==> src/rtl/currctrl_gpio_master.sv <==
// -----------------------------------------------------------------------------
// currctrl_gpio_master
//
// Avalon-MM initiator for the CurrCTRL GPIO PIO slave. Provides a local
// valid/ready command port for single PIO register reads/writes, and runs an
// autonomous edge-capture poller: every POLL_PERIOD cycles it reads register 3
// and, if any bit is set, writes the same value back to clear it and reports
// the captured bits as a one-cycle event.
//
// Parameters:
//   POLL_PERIOD  poll interval in clk cycles (>= 8)
//   READ_WAIT    extra cycles address/chipselect are held before readdata is
//                sampled (the PIO needs 1)
//
// Ports:
//   clk, reset                    clock, synchronous active-high reset
//   cmd_valid/cmd_ready           command handshake (cmd_ready combinational)
//   cmd_write/cmd_address/cmd_wdata  command fields
//   rsp_valid/rsp_rdata           command completion pulse and read data
//   poll_enable                   enables the poll timer
//   event_valid/event_bits        edge-capture event pulse and captured bits
//   m_address/m_chipselect/m_write_n/m_writedata/m_readdata  PIO bus
// -----------------------------------------------------------------------------
module currctrl_gpio_master #(
   parameter int POLL_PERIOD = 1000,
   parameter int READ_WAIT   = 1
) (
   input  logic        clk,
   input  logic        reset,
   input  logic        cmd_valid,
   output logic        cmd_ready,
   input  logic        cmd_write,
   input  logic [2:0]  cmd_address,
   input  logic [31:0] cmd_wdata,
   output logic        rsp_valid,
   output logic [31:0] rsp_rdata,
   input  logic        poll_enable,
   output logic        event_valid,
   output logic [31:0] event_bits,
   output logic [2:0]  m_address,
   output logic        m_chipselect,
   output logic        m_write_n,
   output logic [31:0] m_writedata,
   input  logic [31:0] m_readdata
);

   localparam int CNT_W  = $clog2(POLL_PERIOD);
   localparam int WAIT_W = $clog2(READ_WAIT + 2);
   localparam logic [CNT_W-1:0]  CNT_RELOAD = CNT_W'(POLL_PERIOD - 1);
   localparam logic [WAIT_W-1:0] WAIT_LAST  = WAIT_W'(READ_WAIT);
   localparam logic [2:0]        EDGE_ADDR  = 3'd3;

   typedef enum logic [2:0] {
      ST_IDLE,
      ST_CMD_WR,
      ST_CMD_RD,
      ST_CMD_RSP,
      ST_POLL_RD,
      ST_POLL_CLR
   } state_t;

   state_t            state_reg, state_next;
   logic [WAIT_W-1:0] wait_cnt_reg, wait_cnt_next;
   logic [CNT_W-1:0]  poll_cnt_reg, poll_cnt_next;
   logic              poll_pending_reg, poll_pending_next;
   logic              m_chipselect_reg, m_chipselect_next;
   logic              m_write_n_reg, m_write_n_next;
   logic [2:0]        m_address_reg, m_address_next;
   logic [31:0]       m_writedata_reg, m_writedata_next;
   logic              rsp_valid_reg, rsp_valid_next;
   logic [31:0]       rsp_rdata_reg, rsp_rdata_next;
   logic              event_valid_reg, event_valid_next;
   logic [31:0]       event_bits_reg, event_bits_next;

   // A pending poll only counts while polling is enabled, so dropping
   // poll_enable releases cmd_ready in the same cycle.
   logic poll_req;
   assign poll_req  = poll_pending_reg && poll_enable;
   assign cmd_ready = (state_reg == ST_IDLE) && !poll_req && !reset;

   always_ff @(posedge clk) begin
      if (reset) begin
         state_reg        <= ST_IDLE;
         wait_cnt_reg     <= '0;
         poll_cnt_reg     <= CNT_RELOAD;
         poll_pending_reg <= 1'b0;
         m_chipselect_reg <= 1'b0;
         m_write_n_reg    <= 1'b1;
         m_address_reg    <= 3'd0;
         m_writedata_reg  <= 32'd0;
         rsp_valid_reg    <= 1'b0;
         rsp_rdata_reg    <= 32'd0;
         event_valid_reg  <= 1'b0;
         event_bits_reg   <= 32'd0;
      end else begin
         state_reg        <= state_next;
         wait_cnt_reg     <= wait_cnt_next;
         poll_cnt_reg     <= poll_cnt_next;
         poll_pending_reg <= poll_pending_next;
         m_chipselect_reg <= m_chipselect_next;
         m_write_n_reg    <= m_write_n_next;
         m_address_reg    <= m_address_next;
         m_writedata_reg  <= m_writedata_next;
         rsp_valid_reg    <= rsp_valid_next;
         rsp_rdata_reg    <= rsp_rdata_next;
         event_valid_reg  <= event_valid_next;
         event_bits_reg   <= event_bits_next;
      end
   end

   always_comb begin
      state_next        = state_reg;
      wait_cnt_next     = wait_cnt_reg;
      poll_cnt_next     = poll_cnt_reg;
      poll_pending_next = poll_pending_reg;
      m_chipselect_next = 1'b0;
      m_write_n_next    = 1'b1;
      m_address_next    = m_address_reg;
      m_writedata_next  = m_writedata_reg;
      rsp_valid_next    = 1'b0;
      rsp_rdata_next    = rsp_rdata_reg;
      event_valid_next  = 1'b0;
      event_bits_next   = event_bits_reg;

      case (state_reg)
         ST_IDLE: begin
            if (poll_req) begin
               state_next        = ST_POLL_RD;
               wait_cnt_next     = '0;
               m_chipselect_next = 1'b1;
               m_address_next    = EDGE_ADDR;
               poll_pending_next = 1'b0;
            end else if (cmd_valid) begin
               m_chipselect_next = 1'b1;
               m_address_next    = cmd_address;
               if (cmd_write) begin
                  state_next       = ST_CMD_WR;
                  m_write_n_next   = 1'b0;
                  m_writedata_next = cmd_wdata;
               end else begin
                  state_next    = ST_CMD_RD;
                  wait_cnt_next = '0;
               end
            end
         end
         ST_CMD_WR: begin
            state_next     = ST_CMD_RSP;
            rsp_valid_next = 1'b1;
            rsp_rdata_next = 32'd0;
         end
         ST_CMD_RD: begin
            if (wait_cnt_reg == WAIT_LAST) begin
               state_next     = ST_CMD_RSP;
               rsp_valid_next = 1'b1;
               rsp_rdata_next = m_readdata;
            end else begin
               wait_cnt_next     = wait_cnt_reg + WAIT_W'(1);
               m_chipselect_next = 1'b1;
            end
         end
         ST_CMD_RSP: begin
            state_next = ST_IDLE;
         end
         ST_POLL_RD: begin
            if (wait_cnt_reg == WAIT_LAST) begin
               if (m_readdata != 32'd0) begin
                  // Write the captured bits back to clear exactly those bits.
                  state_next        = ST_POLL_CLR;
                  m_chipselect_next = 1'b1;
                  m_write_n_next    = 1'b0;
                  m_writedata_next  = m_readdata;
                  event_valid_next  = 1'b1;
                  event_bits_next   = m_readdata;
               end else begin
                  state_next = ST_IDLE;
               end
            end else begin
               wait_cnt_next     = wait_cnt_reg + WAIT_W'(1);
               m_chipselect_next = 1'b1;
            end
         end
         ST_POLL_CLR: begin
            state_next = ST_IDLE;
         end
         default: begin
            state_next = ST_IDLE;
         end
      endcase

      // Poll timer; evaluated after the FSM so an expiry coinciding with a
      // grant re-arms the request rather than being lost.
      if (!poll_enable) begin
         poll_cnt_next     = CNT_RELOAD;
         poll_pending_next = 1'b0;
      end else if (poll_cnt_reg == '0) begin
         poll_cnt_next     = CNT_RELOAD;
         poll_pending_next = 1'b1;
      end else begin
         poll_cnt_next = poll_cnt_reg - CNT_W'(1);
      end
   end

   assign m_chipselect = m_chipselect_reg;
   assign m_write_n    = m_write_n_reg;
   assign m_address    = m_address_reg;
   assign m_writedata  = m_writedata_reg;
   assign rsp_valid    = rsp_valid_reg;
   assign rsp_rdata    = rsp_rdata_reg;
   assign event_valid  = event_valid_reg;
   assign event_bits   = event_bits_reg;

endmodule

==> config.mk <==
export PLATFORM = sky130hd
export DESIGN_NAME = currctrl_gpio_master
export DESIGN_NICKNAME = d
export VERILOG_FILES = /design/src/rtl/currctrl_gpio_master.sv
export SDC_FILE = /design/constraint.sdc
export NUM_CORES = 1
export LEC_CHECK = 0
export BUFFER_PORTS_ARGS = -buffer_cell sky130_fd_sc_hd__buf_2
export CORE_UTILIZATION = 54
export DETAILED_ROUTE_END_ITERATION = 12
export HOLD_SLACK_MARGIN = 0.08
export MAX_ROUTING_LAYER = met4
export PLACE_DENSITY = 0.85
export SYNTH_ARGS = -nofsm -noshare
export SYNTH_HDL_FRONTEND = slang
export SYNTH_SLANG_ARGS = --single-unit
==> constraint.sdc <==
create_clock -name clk -period 5 [get_ports clk]
set_input_delay 0.5 -clock clk [delete_from_list [all_inputs] [get_ports clk]]
set_output_delay 0.5 -clock clk [all_outputs]
set_load 0.005 [all_outputs]
== Yosys cells after proc, flatten, opt, wreduce, memory -nomap -nowiden ==
Cells that the tools add are included.
Operators by class
  muxes and demuxes: 39
  add/subtract/negate cells: 2
  bitwise gates (word level): 3
  reduce and logical (&&, ||, !) cells: 25
  equality and inequality tests: 13
Operators with widths (count)
  2-to-1 mux 32 bit: 6
  one-hot mux 32 bit (2 select lines): 2
  nonzero test 32 bit: 1
  2-to-1 mux 3 bit: 7
  2-to-1 mux 1 bit: 14
  != test 2 bit, second input constant: 7
  one-hot mux 3 bit (4 select lines): 1
  nonzero test 2 bit: 6
  zero test 10 bit: 1
  2-to-1 mux 2 bit: 5
  subtractor 10 x 1 -> 10 bit, second input constant: 1
  != test 3 bit, second input constant: 2
  AND reduction 2 bit: 3
  AND reduction 3 bit: 2
  AND reduction 6 bit: 1
  OR reduction 3 bit: 2
  one-hot mux 1 bit (2 select lines): 2
  one-hot mux 2 bit (2 select lines): 1
  AND reduction 4 bit: 1
  OR reduction 2 bit: 2
  == test 3 x 1 -> 1 bit, second input constant: 1
  == test 3 x 2 -> 1 bit, second input constant: 1
  == test 3 bit, second input constant: 1
  logical AND 1 bit: 3
  6 further kinds: 9
Storage, ports and cells
  input bits: 72
  register bits after elaboration: 119

== Logic depth before layout (Yosys ltp) ==
  depth after elaboration: 4
  gate-level depth with buffers: 7
  gate-level depth less buffers: 6

== Least setup slack after synthesis ==
No wires, ideal clock.
  kind: input to register
  from: input port poll_enable
  to: register m_writedata_reg[10], in the netlist m_writedata[10]
  setup slack: 3.043 ns
  data required time: 4.864 ns
  data arrival time: 1.821 ns
  cell stages on the path: 5
  path buffers: 1
  cell sequence: a2111o_1 > or2_1 > a311oi_4 > buf_6 > o32ai_1
On the way
  cells in the longest elaborated chain, start to end: 3
RTL lines
  start: declaration: line 37  | input logic poll_enable,
  logical AND 1 bit: line 78  | assign poll_req = poll_pending_reg && poll_enable;
  != test 2 bit (no line)
  AND reduction 6 bit (no line)
  end signal: assignment: line 103  | m_writedata_reg <= m_writedata_next;
  end: declaration: line 69  | logic [31:0] m_writedata_reg, m_writedata_next;
No other way between the ends.
A chain may end at the register's enable or synchronous reset.

== Final worst setup path ==
  from: register state_reg[0]
  to: register event_bits_reg[9], in the netlist event_bits[9]
On the way
  cells in the longest elaborated chain, start to end: 2
RTL lines
  start: declaration: line 62  | state_t state_reg, state_next;
  start signal: assignment: line 96  | state_reg <= state_next;
  == test 3 bit: line 125  | case (state_reg)
  AND reduction 3 bit (no line)
  end signal: assignment: line 107  | event_bits_reg <= event_bits_next;
  end: declaration: line 73  | logic [31:0] event_bits_reg, event_bits_next;
No other way between the ends.

==> flow_summary.toml <==
[outcome]
status = "complete, no violations"

[sta]
hold_viol_final = 0
fmax_mhz = 339
slew_headroom = 0.174
tightest_slew_ns = 1.24
fin_skew_ns = 0.0116
post-route-period-util = 0.590
rsz0062_at_grt = "false"
final_max_slew_viol_count = 0
fin_ws_ns = 2.05
fin_crit_ns = 2.95
setup_tns_ns = 0
setup_violations = 0

[layout]
antennaDiodeCount = 0
multi_input_area_mm2 = 0.00237
area.growth.synth_to_final_pct = 28.7
nNetsFinal = 764
register_area_mm2 = 0.00238
drive_above_1_share = 0.315
final_design_area_no_fill_mm2 = 0.00652
fillCellCount = 642

[worst_setup_path]
critPathArrivalTime_ns = 3.39
reg2reg_depth = 4
critical_path.endpoint_type = "flip-flop"
required_ns = 5.44
reg2reg_slack_ns = 2.05
start_kind = "flip-flop"
crit_fanout = 38
r2r-end = "event_bits[9]"
critical_path_class = "flip-flop to flip-flop"
r2r_start = "state_reg[0]"

[power]
p_leak_nw = 2.72
p_total_w = 0.00290
peakVddDrop_uv = 235
p_per_area_mw_per_mm2 = 444

[clock_network]
numCtsBuffers = 17
post_cts_buffers = 0
clock_sinks = 119
cts_max_path_buffers = 2
hold_buffers = 0
worstSkewPairLatency_ns = 0.52
path_clk_slew_ns = 0.05
clockRootBuffer = "clkbuf_8"
cts-htree-levels = 4
cts_resized = 0
cts_tree = "yes"

[grt]
antenna_found_initial = 0
grtUsageTotal = 0.308
grt_pass1_wl_um = 22700
grt_start_max_net_pins = 78
overflow = 0
grt_pass1_vias = 4574

[yosys]
syn_avg_cell_area_um2 = 9.49
syn-cell-area_mm2 = 0.00507
synth_nets = 609
ys_seq_area_frac = 0.470
synth_top_area_share = 0.470
ys_warn_count = 0
synth_edf_count = 0
synth.largest_area_cell = "dfxtp_1"
synth_cells = 534
synth_ff_type = "dfxtp_1"
synth-seq-cells = 119
synthArstFlopShare = 0
synth_cell_types = 47
synth_area_leaders = "dfxtp_1 47%, a22oi_1 9.6%, nand2b_1 8.3%"

[floorplan]
start_util = 0.570
pin_count = 176
die_w_um = 98.9
rows = 34
die_h_um = 98.9
core_mm2 = 0.00889
die_area_mm2 = 0.00978

[place]
routabilityCongestion = 0.836
placed_area_mm2 = 0.00595
dpl.hpwl_um = 9930
io_buffer_count = 175
pre_cts_ws_ns = 2.14

[drt]
drt-total-wl_um = 14700
drc = 0
ant_nets = 0
first_iter_violations = 288
firstDrtPassIters = 5
vias_per_cell = 5.96
wire_per_inst_um = 18.2
vias = 4824

[hold_path]
worstHoldPathCells = 3
min_path_type = "primary input to flip-flop"
min_to = "m_address[2]"
hold_start = "cmd_address[2]"

[job]
max-cap-violations = 0
-- worst max-delay path, stage by stage (launching register included) --
cell	delay, ns
dfxtp_1	0.46
or2_2	0.70
a211oi_4	1.00
buf_4	0.45
mux2i_1	0.25
-- cell usage in the layout, fill, tap and decap left out, types with 3 or more instances in the layout --
master,Yosys,final
buf_2,4,174
dfxtp_1,119,119
nand2b_1,67,67
a22oi_1,65,65
nor2_1,44,43
inv_1,37,37
o32ai_1,33,33
mux2i_1,32,32
clkbuf_16,0,16
nand2_1,11,11
nor4_1,10,10
xnor2_1,8,8
buf_4,3,7
a21oi_1,6,6
clkbuf_8,0,5
o21ai_0,4,4
nor3_1,4,3
o21a_1,3,3
o22ai_1,3,3
and4_1,3,3
nor2b_1,3,3
a211oi_1,3,3
ha_1,3,3
clkbuf_1,34,3
-- cell families (layout without fill, tap and decap cells) --
group / after synthesis / in the layout / share of synthesized area
buffers and inverters: 82 / 249 / 0.0684
adders and majority gates: 3 / 3 / 0.00741
DFF: 119 / 119 / 0.470
AOI/OAI and AO/OA: 128 / 128 / 0.199
xor gates and xnor gates: 9 / 9 / 0.0156
and+or+nand+nor: 161 / 161 / 0.176
muxes: 32 / 32 / 0.0632
-- through the flow --
step | hold WS (ns) | util | cells
after floorplan | 0.379 | - | 534
after global placement | 0.388 | 0.669 | 778
after detailed placement | 0.399 | 0.669 | 778
after CTS | 0.216 | 0.734 | 809
after global routing | 0.248 | 0.734 | 809
final | 0.220 | 0.734 | 809
-- power by group --
group,leakage (nW),switching [W],internal [W]
logic,1.48,0.000381,0.000240
registers,0.964,0.0000702,0.00103
clock network,0.277,0.000417,0.000758
-- cells in the mapped netlist, types with 2 or more instances --
| library cell | instances |
|---|---|
| nor4_1 | 10 |
| a22oi_1 | 65 |
| or3_1 | 2 |
| and4_1 | 3 |
| o31ai_1 | 2 |
| nor2b_1 | 3 |
| and2_1 | 2 |
| o22ai_1 | 3 |
| a21oi_1 | 6 |
| or4b_2 | 2 |
| nor3_1 | 4 |
| buf_4 | 3 |
| nand2b_1 | 67 |
| clkbuf_1 | 34 |
| buf_2 | 4 |
| a211oi_1 | 3 |
| inv_1 | 37 |
| o21ai_0 | 4 |
| xnor2_1 | 8 |
| or2_2 | 2 |
| o32ai_1 | 33 |
| mux2i_1 | 32 |
| nor2_1 | 44 |
| o21a_1 | 3 |
| nand3b_1 | 2 |
| nand2_1 | 11 |
| ha_1 | 3 |
| buf_6 | 3 |
| dfxtp_1 | 119 |
| nand3_1 | 2 |
| a21boi_0 | 2 |
-- layer usage --
metal	wire, µm	track usage
met3	1160	0.0787
met4	391	0.119
met5	0	-
met1	6180	0.366
met2	6990	0.502
-- layout make-up --
type | instances | share of cell area
Clock buffer | 24 | 0.0736
Clock inverter | 7 | 0.0144
Inverter | 37 | 0.0213
Multi-Input combinational cell | 333 | 0.363
Sequential cell | 119 | 0.365
Tap cell | 108 | 0.0207
Timing Repair Buffer | 181 | 0.142
-- worst max path at each step --
stage	startpoint	endpoint	slack, ns	cells after the start
global placement	state_reg[0]	event_bits[13]	2.23	4
floorplan	poll_enable	m_writedata[10]	3.04	5
CTS	state_reg[0]	event_bits[9]	2.11	4
finish	state_reg[0]	event_bits[9]	2.05	4
global route	state_reg[0]	event_bits[9]	1.90	4
detailed placement	state_reg[0]	event_bits[3]	2.14	4
No activity file was read; power rests on OpenSTA's default activity.
